<file path="src/rtl/slow_tick_timer.sv">
// Countdown interval timer clocked by clk_in. It treats the divided slow clock as
// asynchronous data and counts its synchronised rising edges.
module slow_tick_timer #(
  parameter int CNT_W       = 16,
  parameter int SYNC_STAGES = 2
) (
  input  logic             clk_in,
  input  logic             rst,
  input  logic             slow_clk,
  input  logic             start,
  input  logic             pause,
  input  logic             abort,
  input  logic             auto_reload,
  input  logic [CNT_W-1:0] load_val,
  output logic [CNT_W-1:0] count,
  output logic             busy,
  output logic             paused,
  output logic             tick,
  output logic             expired
);

  localparam int ARM_MAX = SYNC_STAGES + 1;
  localparam int ARM_W   = $clog2(ARM_MAX + 1);
  localparam logic [ARM_W-1:0] ARM_DONE = ARM_W'(ARM_MAX);

  typedef enum logic [1:0] {
    ST_IDLE  = 2'd0,
    ST_RUN   = 2'd1,
    ST_PAUSE = 2'd2
  } state_t;

  logic [SYNC_STAGES-1:0] sync_r;
  logic                   prev_r;
  logic [ARM_W-1:0]       arm_cnt_r;
  logic                   armed_s;
  logic                   tick_s;
  logic                   load_zero_s;
  state_t                 state_r;
  state_t                 state_nxt_s;
  logic [CNT_W-1:0]       count_r;
  logic [CNT_W-1:0]       count_nxt_s;
  logic                   expired_r;
  logic                   expired_nxt_s;
  logic                   busy_r;
  logic                   paused_r;

  // Synchroniser chain plus one-cycle-delayed copy of its last stage
  always_ff @(posedge clk_in or posedge rst) begin
    if (rst) begin
      sync_r <= '0;
      prev_r <= 1'b0;
    end else begin
      sync_r <= {sync_r[SYNC_STAGES-2:0], slow_clk};
      prev_r <= sync_r[SYNC_STAGES-1];
    end
  end

  // Arm counter masks edges the chain fills with straight after reset release
  always_ff @(posedge clk_in or posedge rst) begin
    if (rst) begin
      arm_cnt_r <= '0;
    end else if (arm_cnt_r != ARM_DONE) begin
      arm_cnt_r <= arm_cnt_r + ARM_W'(1);
    end else begin
      arm_cnt_r <= arm_cnt_r;
    end
  end

  assign armed_s     = (arm_cnt_r == ARM_DONE);
  assign tick_s      = sync_r[SYNC_STAGES-1] & ~prev_r & armed_s;
  assign load_zero_s = (load_val == '0);

  // Next state and next count: abort > pause > start > tick
  always_comb begin
    state_nxt_s   = state_r;
    count_nxt_s   = count_r;
    expired_nxt_s = 1'b0;
    if (abort) begin
      state_nxt_s = ST_IDLE;
      count_nxt_s = '0;
    end else begin
      case (state_r)
        ST_IDLE: begin
          if (start && !load_zero_s) begin
            state_nxt_s = ST_RUN;
            count_nxt_s = load_val;
          end else begin
            state_nxt_s = ST_IDLE;
          end
        end
        ST_RUN: begin
          if (pause) begin
            state_nxt_s = ST_PAUSE;
          end else if (start) begin
            if (load_zero_s) begin
              state_nxt_s = ST_IDLE;
              count_nxt_s = '0;
            end else begin
              count_nxt_s = load_val;
            end
          end else if (tick_s) begin
            if (count_r > CNT_W'(1)) begin
              count_nxt_s = count_r - CNT_W'(1);
            end else begin
              expired_nxt_s = 1'b1;
              if (auto_reload && !load_zero_s) begin
                count_nxt_s = load_val;
              end else begin
                state_nxt_s = ST_IDLE;
                count_nxt_s = '0;
              end
            end
          end else begin
            count_nxt_s = count_r;
          end
        end
        ST_PAUSE: begin
          if (start) begin
            state_nxt_s = ST_RUN;
          end else begin
            state_nxt_s = ST_PAUSE;
          end
        end
        default: begin
          state_nxt_s = ST_IDLE;
          count_nxt_s = '0;
        end
      endcase
    end
  end

  // State, count and registered flag decodes
  always_ff @(posedge clk_in or posedge rst) begin
    if (rst) begin
      state_r   <= ST_IDLE;
      count_r   <= '0;
      expired_r <= 1'b0;
      busy_r    <= 1'b0;
      paused_r  <= 1'b0;
    end else begin
      state_r   <= state_nxt_s;
      count_r   <= count_nxt_s;
      expired_r <= expired_nxt_s;
      busy_r    <= (state_nxt_s != ST_IDLE);
      paused_r  <= (state_nxt_s == ST_PAUSE);
    end
  end

  assign count   = count_r;
  assign busy    = busy_r;
  assign paused  = paused_r;
  assign tick    = tick_s;
  assign expired = expired_r;

endmodule
</file>
<file path="config.mk">
export PLATFORM = sky130hd
export DESIGN_NAME = slow_tick_timer
export DESIGN_NICKNAME = d
export VERILOG_FILES = /design/src/rtl/slow_tick_timer.sv
export SDC_FILE = /design/constraint.sdc
export NUM_CORES = 1
export LEC_CHECK = 0
export ABC_AREA = 1
export BUFFER_PORTS_ARGS = -buffer_cell sky130_fd_sc_hd__clkbuf_2
export CAP_MARGIN = 30
export CORE_MARGIN = 2
export CORE_UTILIZATION = 25
export CTS_CLUSTER_SIZE = 24
export DETAILED_ROUTE_END_ITERATION = 16
export PLACE_DENSITY = 0.47
export SLEW_MARGIN = 10
export SYNTH_ARGS = -nofsm -noshare
export SYNTH_HDL_FRONTEND = slang
export SYNTH_SLANG_ARGS = --single-unit
</file>
<file path="constraint.sdc">
create_clock -name clk_in -period 4 [get_ports clk_in]
set_clock_uncertainty 0.1 [all_clocks]
set_input_delay 0.6 -clock clk_in [delete_from_list [all_inputs] [get_ports clk_in]]
set_output_delay 0.6 -clock clk_in [all_outputs]
set_load 0.1 [all_outputs]
</file>
==> flow_metrics.tcl, run 1 <==
set metrics [dict create \
    stdcell_count 474 \
    synthMuxAreaShare 0.00533 \
    cp_top_family "buffers and inverters" \
    required_ns 3.30 \
    cp.arrival_ns 1.69 \
    ctsHoldBuffers 0 \
    drtAntennaViolNets 0 \
    cts_buffers 3 \
    io_buffers 42 \
    gp_congestion 0.741 \
    syn_avg_cell_area_sq_um 6.46 \
    synth_nets 353 \
    synth_seq_cells 26 \
    clk_latency_ns 0.27 \
    synth_cells 327 \
    setup_tns_ns 0 \
    cap_viol_max_count 0 \
    synthTopCellsByArea "dfrtp_1, nand2_1, nor2_1" \
    p_clk_frac 0.208 \
    synth_edf_count 0 \
    grt_pass1_vias 1919 \
    p_per_area_mw_per_mm2 428 \
    switching_share 0.486 \
    layout_common_cells "nand2_1, clkbuf_2, nor2_1" \
    rsz0062_at_grt "no" \
    p_comb_frac 0.486 \
    drc 0 \
    dp_hpwl_microns 4280 \
    area_delta_synth_final_pct 17.6 \
    cts_root_buf "clkbuf_8" \
    outcome "finished clean" \
    switchingPower_w 0.000516 \
    finalCritPeriodShare 0.598 \
    placedCellCount 470 \
    critPathBufInv 1 \
    core_sq_mm 0.00822 \
    vias 2117 \
    setup_viol 0 \
    worst_pin_slew_ns 0.751 \
    leakagePower_nw 1.44 \
    path_cells "ha_1, nand2_1, nor2_1, clkbuf_2" \
    routed_wl_microns 5730 \
    cts_resized 0 \
    initialDrtViolationCount 101 \
    layout_min_cycle_time_ns 2.39 \
    layout_commonest_cell "nand2_1" \
    r2r_slack_ns 1.76 \
    grt_max_degree 20 \
    synth_top_cell_area_share 0.308 \
    initial_utilization 0.257 \
    drive_above_1_share 0.241 \
    worstSetupEndpointType "primary output" \
    grt_overflow_total 0 \
    dieWidth_microns 95.9 \
    critPathLaunchType "flip-flop" \
    fmax_mhz 418 \
    hold_violations 0 \
    async_flop_share 1.00 \
    diodes 0 \
    grt_pass1_wl_microns 9340 \
    cp_max_fo 3 \
    seqPwrFrac 0.306 \
    critPathSlowestCell "clkbuf_2" \
    crit_type "reg2out" \
    synth_adder_area_share 0.0178 \
    die-area_sq_mm 0.00920 \
    maxSlewViolCount 0 \
    path_clk_slew_ns 0.09 \
    ctsHtreeMaxLevel 1 \
    intPower_w 0.000546 \
    critPathMaxStageDelay_ns 0.52 \
    rr_worst_depth 13 \
    ys_types 33 \
    synth_largest_area_cell "dfrtp_1" \
    hold_path_class "in2async" \
    track_usage 0.133 \
    wl_per_cell_microns 12.1 \
    synth-compound-area-share 0.0320 \
    r2r_end "count[15]$_DFFE_PP0P_" \
    yosys.area_share.simple 0.532 \
    ys.flop_type "dfrtp_1" \
    grt_antenna_before_repair 0 \
    reg2reg_from "count[0]$_DFFE_PP0P_" \
    dr.pass1.iters 4 \
    postCtsSetupBuffers 0 \
    ir_worst_vdd_uv 182 \
    slew_headroom 0.499 \
    num_rows 33 \
    clk_path_buf_depth 2 \
    synth_top_family_by_area "simple AND/OR/NAND/NOR gates" \
    ys_seq_area_frac 0.308 \
    numClockSinks 26 \
    die_h_microns 95.9 \
    avgViaCountPerCell 4.47 \
    io_pins 43 \
    syn_area_sq_mm 0.00211 \
    yosys_warnings 0 \
    fin_nets 396 \
    synth_xor_area_frac 0.0124 \
    cts_tree "done" \
]
==> power by group through the flow <==
stage                     combinational (W)  clock, W  sequential (W)
after floorplan                    0.000265         0        0.000485
after CTS                          0.000521  0.000232        0.000325
final                              0.000516  0.000221        0.000325
after global placement             0.000513         0        0.000330
after global routing               0.000571  0.000242        0.000331
after detailed placement           0.000519         0        0.000330
==> final cells by class <==
class                           count  area (sq um)
Tap cell                          105           131
Fill cell                         920          5730
Multi-Input combinational cell    264          1270
Clock buffer                        3          41.3
Inverter                           30           113
Clock inverter                      1          30.0
Timing Repair Buffer               45           253
Sequential cell                    26           651
==> cell families (layout without fill, tap and decap cells) <==
| family | after synthesis | count (layout) |
|---|---|---|
| simple gates | 247 | 247 |
| buf+inv | 37 | 79 |
| flops | 26 | 26 |
| compound gates | 10 | 10 |
| fa+ha+maj | 3 | 3 |
| xor+xnor | 3 | 3 |
| mux | 1 | 1 |
==> cell usage after synthesis, types with 2 or more instances <==
master and instances:
buf_6 2, nand2_1 163, nor2_1 30, inv_2 6, nand3_1 19, nand2_2 5, xor2_1 2, nor2_4 4
nor2_2 9, a21oi_1 2, inv_1 23, dfrtp_1 26, o21ai_0 4, nand4_1 2, clkbuf_8 2, o21ai_2 2
ha_1 3, nand3_2 4, nand2_4 5
==> per-stage QoR <==
stage	setup WS [ns]	cell area [sq um]	total power, W	utilization	hold slack, ns
2_1_floorplan	1.04	2110	0.000750	-	0.231
3_3_place_gp	1.57	2390	0.000844	0.290	0.232
3_5_place_dp	1.52	2410	0.000849	0.294	0.235
4_1_cts	1.58	2480	0.00108	0.302	0.228
5_1_grt	1.51	2480	0.00114	0.302	0.251
6_report	1.61	2480	0.00106	0.302	0.221
==> state kept, by name, indices dropped and copies added (netlist names) <==
register / cells
expired: 1
sync_r: 2
state_r: 2
prev_r: 1
busy: 1
count: 16
arm_cnt_r: 2
paused: 1
==> routing by layer <==
| metal | GRT usage | wire, microns |
|---|---|---|
| met1 | 0.192 | 2860 |
| met2 | 0.213 | 2510 |
| met3 | 0.0196 | 331 |
| met4 | 0.0214 | 36 |
| met5 | 0 | 0 |
==> worst max path at each step <==
| stage | startpoint | end | slack [ns] | depth (start not counted) |
|---|---|---|---|---|
| 2_1_floorplan | arm_cnt_r[0]$_DFFE_PP0P_ | count[6]$_DFFE_PP0P_ | 1.04 | 8 |
| 3_3_place_gp | load_val[8] | count[14]$_DFFE_PP0P_ | 1.57 | 11 |
| 3_5_place_dp | load_val[8] | count[2]$_DFFE_PP0P_ | 1.52 | 11 |
| 4_1_cts | arm_cnt_r[0]$_DFFE_PP0P_ | tick | 1.58 | 4 |
| 5_1_grt | state_r[1]$_DFF_PP0_ | count[13]$_DFFE_PP0P_ | 1.51 | 8 |
| 6_report | arm_cnt_r[0]$_DFFE_PP0P_ | tick | 1.61 | 4 |
==> worst register-to-register path: stages (launching register included) <==
cell	delay, ns
dfrtp_1	0.44
inv_1	0.10
ha_1	0.27
nor2_2	0.15
nor2_4	0.06
nand2_4	0.08
nor2_8	0.05
nor2_4	0.40
nand3_1	0.19
nand2_1	0.11
nand2_1	0.05
nand2_1	0.06
nand2_1	0.05
nand2_1	0.07
Note: power is estimated with default switching activity, not from simulation.
==> inputs of run 2 (changes only) <==
==> constraint.sdc (replaced) <==
create_clock -name clk_in -period 2.2 [get_ports clk_in]
set_clock_uncertainty 0.1 [all_clocks]
set_input_delay 0.33 -clock clk_in [delete_from_list [all_inputs] [get_ports clk_in]]
set_output_delay 0.33 -clock clk_in [all_outputs]
set_load 0.1 [all_outputs]
==> flow_metrics.tcl, run 2 (synthesis results as in run 1) <==
set metrics [dict create \
    outcome "finished clean" \
    leakagePower_nw 1.46 \
    initial_utilization 0.257 \
    clk_latency_ns 0.28 \
    die-area_sq_mm 0.00920 \
    grt_util_met1 0.189 \
    die_h_microns 95.9 \
    grt_overflow_total 0 \
    crit_type "reg2out" \
    wl_per_cell_microns 11.8 \
    initialDrtViolationCount 62 \
    drive_above_1_share 0.257 \
    final_util 0.308 \
    cp.arrival_ns 1.59 \
    grt_max_degree 27 \
    vias 2043 \
    track_usage 0.133 \
    dp_hpwl_microns 4200 \
    rsz0062_at_grt "no" \
    cts_buffers 3 \
    num_rows 33 \
    cts_root_buf "clkbuf_8" \
    io_pins 43 \
    clk_path_buf_depth 2 \
    routed_wl_microns 5660 \
    dieWidth_microns 95.9 \
    hold_path_class "in2reg" \
    p_per_area_mw_per_mm2 776 \
    grt_pass1_vias 1947 \
    cts_tree "done" \
    dr.pass1.iters 4 \
    drc 0 \
    required_ns 1.77 \
    layout_commonest_cell "nand2_1" \
    worstSetupEndpointType "primary output" \
    slew_headroom 0.487 \
    setup_viol 0 \
    setup_tns_ns 0 \
    r2r_slack_ns 0.20 \
    drtAntennaViolNets 0 \
    grt_pass1_wl_microns 9600 \
    maxSlewViolCount 0 \
    r2r_end "count[1]$_DFFE_PP0P_" \
    area_delta_synth_final_pct 19.7 \
    use_met2 0.215 \
    grt_busiest_layer "met2" \
    cp_max_fo 3 \
    grt_antenna_before_repair 0 \
    finalCritPeriodShare 0.920 \
    placedCellCount 472 \
    worst_pin_slew_ns 0.769 \
    largest_reg_flops 16 \
    diodes 0 \
    gp_congestion 0.772 \
    io_buffers 42 \
    grtUsageMet3 0.0211 \
    hold_violations 0 \
    core_sq_mm 0.00822 \
    layout_common_cells "nand2_1, clkbuf_2, nor2_1" \
    critPathLaunchType "flip-flop" \
    rr_worst_depth 14 \
    layout_min_cycle_time_ns 2.02 \
    cp-endpoint "tick" \
    cap_viol_max_count 0 \
    worstSetupStartpoint "arm_cnt_r[0]$_DFFE_PP0P_" \
    holdWs_ns 0.0496 \
    fin_nets 401 \
    ctsHtreeMaxLevel 1 \
    path_clk_slew_ns 0.10 \
    reg2reg_from "count[0]$_DFFE_PP0P_" \
    numClockSinks 26 \
    stdcell_count 479 \
    ir_worst_vdd_uv 245 \
    fmax_mhz 494 \
    avgViaCountPerCell 4.27 \
    hold-path-cell-count 1 \
]
[run 2: changes by cell type in the layout (fill, tap and decap cells not counted), sizes merged]
cell         previous run  this run
buf                     3         7
dlygate4sd3             0         1
[run 2: layout make-up]
class,instances,area [sq um]
Clock buffer,3,41.3
Clock inverter,1,30.0
Fill cell,948,5690
Inverter,30,113
Multi-Input combinational cell,264,1290
Sequential cell,26,653
Tap cell,105,131
Timing Repair Buffer,50,273
[run 2: report_power, final]
| group | switching (W) | internal, W |
|---|---|---|
| clock | 0.000179 | 0.000244 |
| combinational | 0.000715 | 0.000238 |
| sequential | 0.0000625 | 0.000524 |
[run 2: critical path, cell delays in order (launching register included)]
cell and delay (ns):
dfrtp_1 0.38, ha_1 0.22, nand2_1 0.10, nor2_4 0.14, clkbuf_2 0.47
[run 2: what timing repair did]
action	CTS	global route
hold endpoints to repair	26	0
setup buffers	0	2
hold buffers	1	0
gates resized for setup	0	3
setup endpoints to repair	0	8
[run 2: how the worst min path moves through the flow]
stage | startpoint | slack, ns | end
floorplan | sync_r[0]$_DFF_PP0_ | 0.23 | sync_r[1]$_DFF_PP0_
global placement | sync_r[0]$_DFF_PP0_ | 0.23 | sync_r[1]$_DFF_PP0_
detailed placement | sync_r[0]$_DFF_PP0_ | 0.24 | sync_r[1]$_DFF_PP0_
CTS | slow_clk | 0.04 | sync_r[0]$_DFF_PP0_
global route | slow_clk | 0.04 | sync_r[0]$_DFF_PP0_
finish | slow_clk | 0.05 | sync_r[0]$_DFF_PP0_
[run 2: metrics by stage]
step,total power [W],setup slack [ns],instance area [sq um]
2_1_floorplan,0.00137,0.0406,2120
5_1_grt,0.00211,0.0302,2530
6_report,0.00196,0.176,2530
3_3_place_gp,0.00154,0.183,2420
4_1_cts,0.00199,0.125,2500
3_5_place_dp,0.00155,0.141,2420
[run 2: routing by layer]
layer	up-vias	wire [microns]
met5	-	0
met4	0	28
met3	2	253
met2	40	2480
met1	914	2890
li1	1087	-
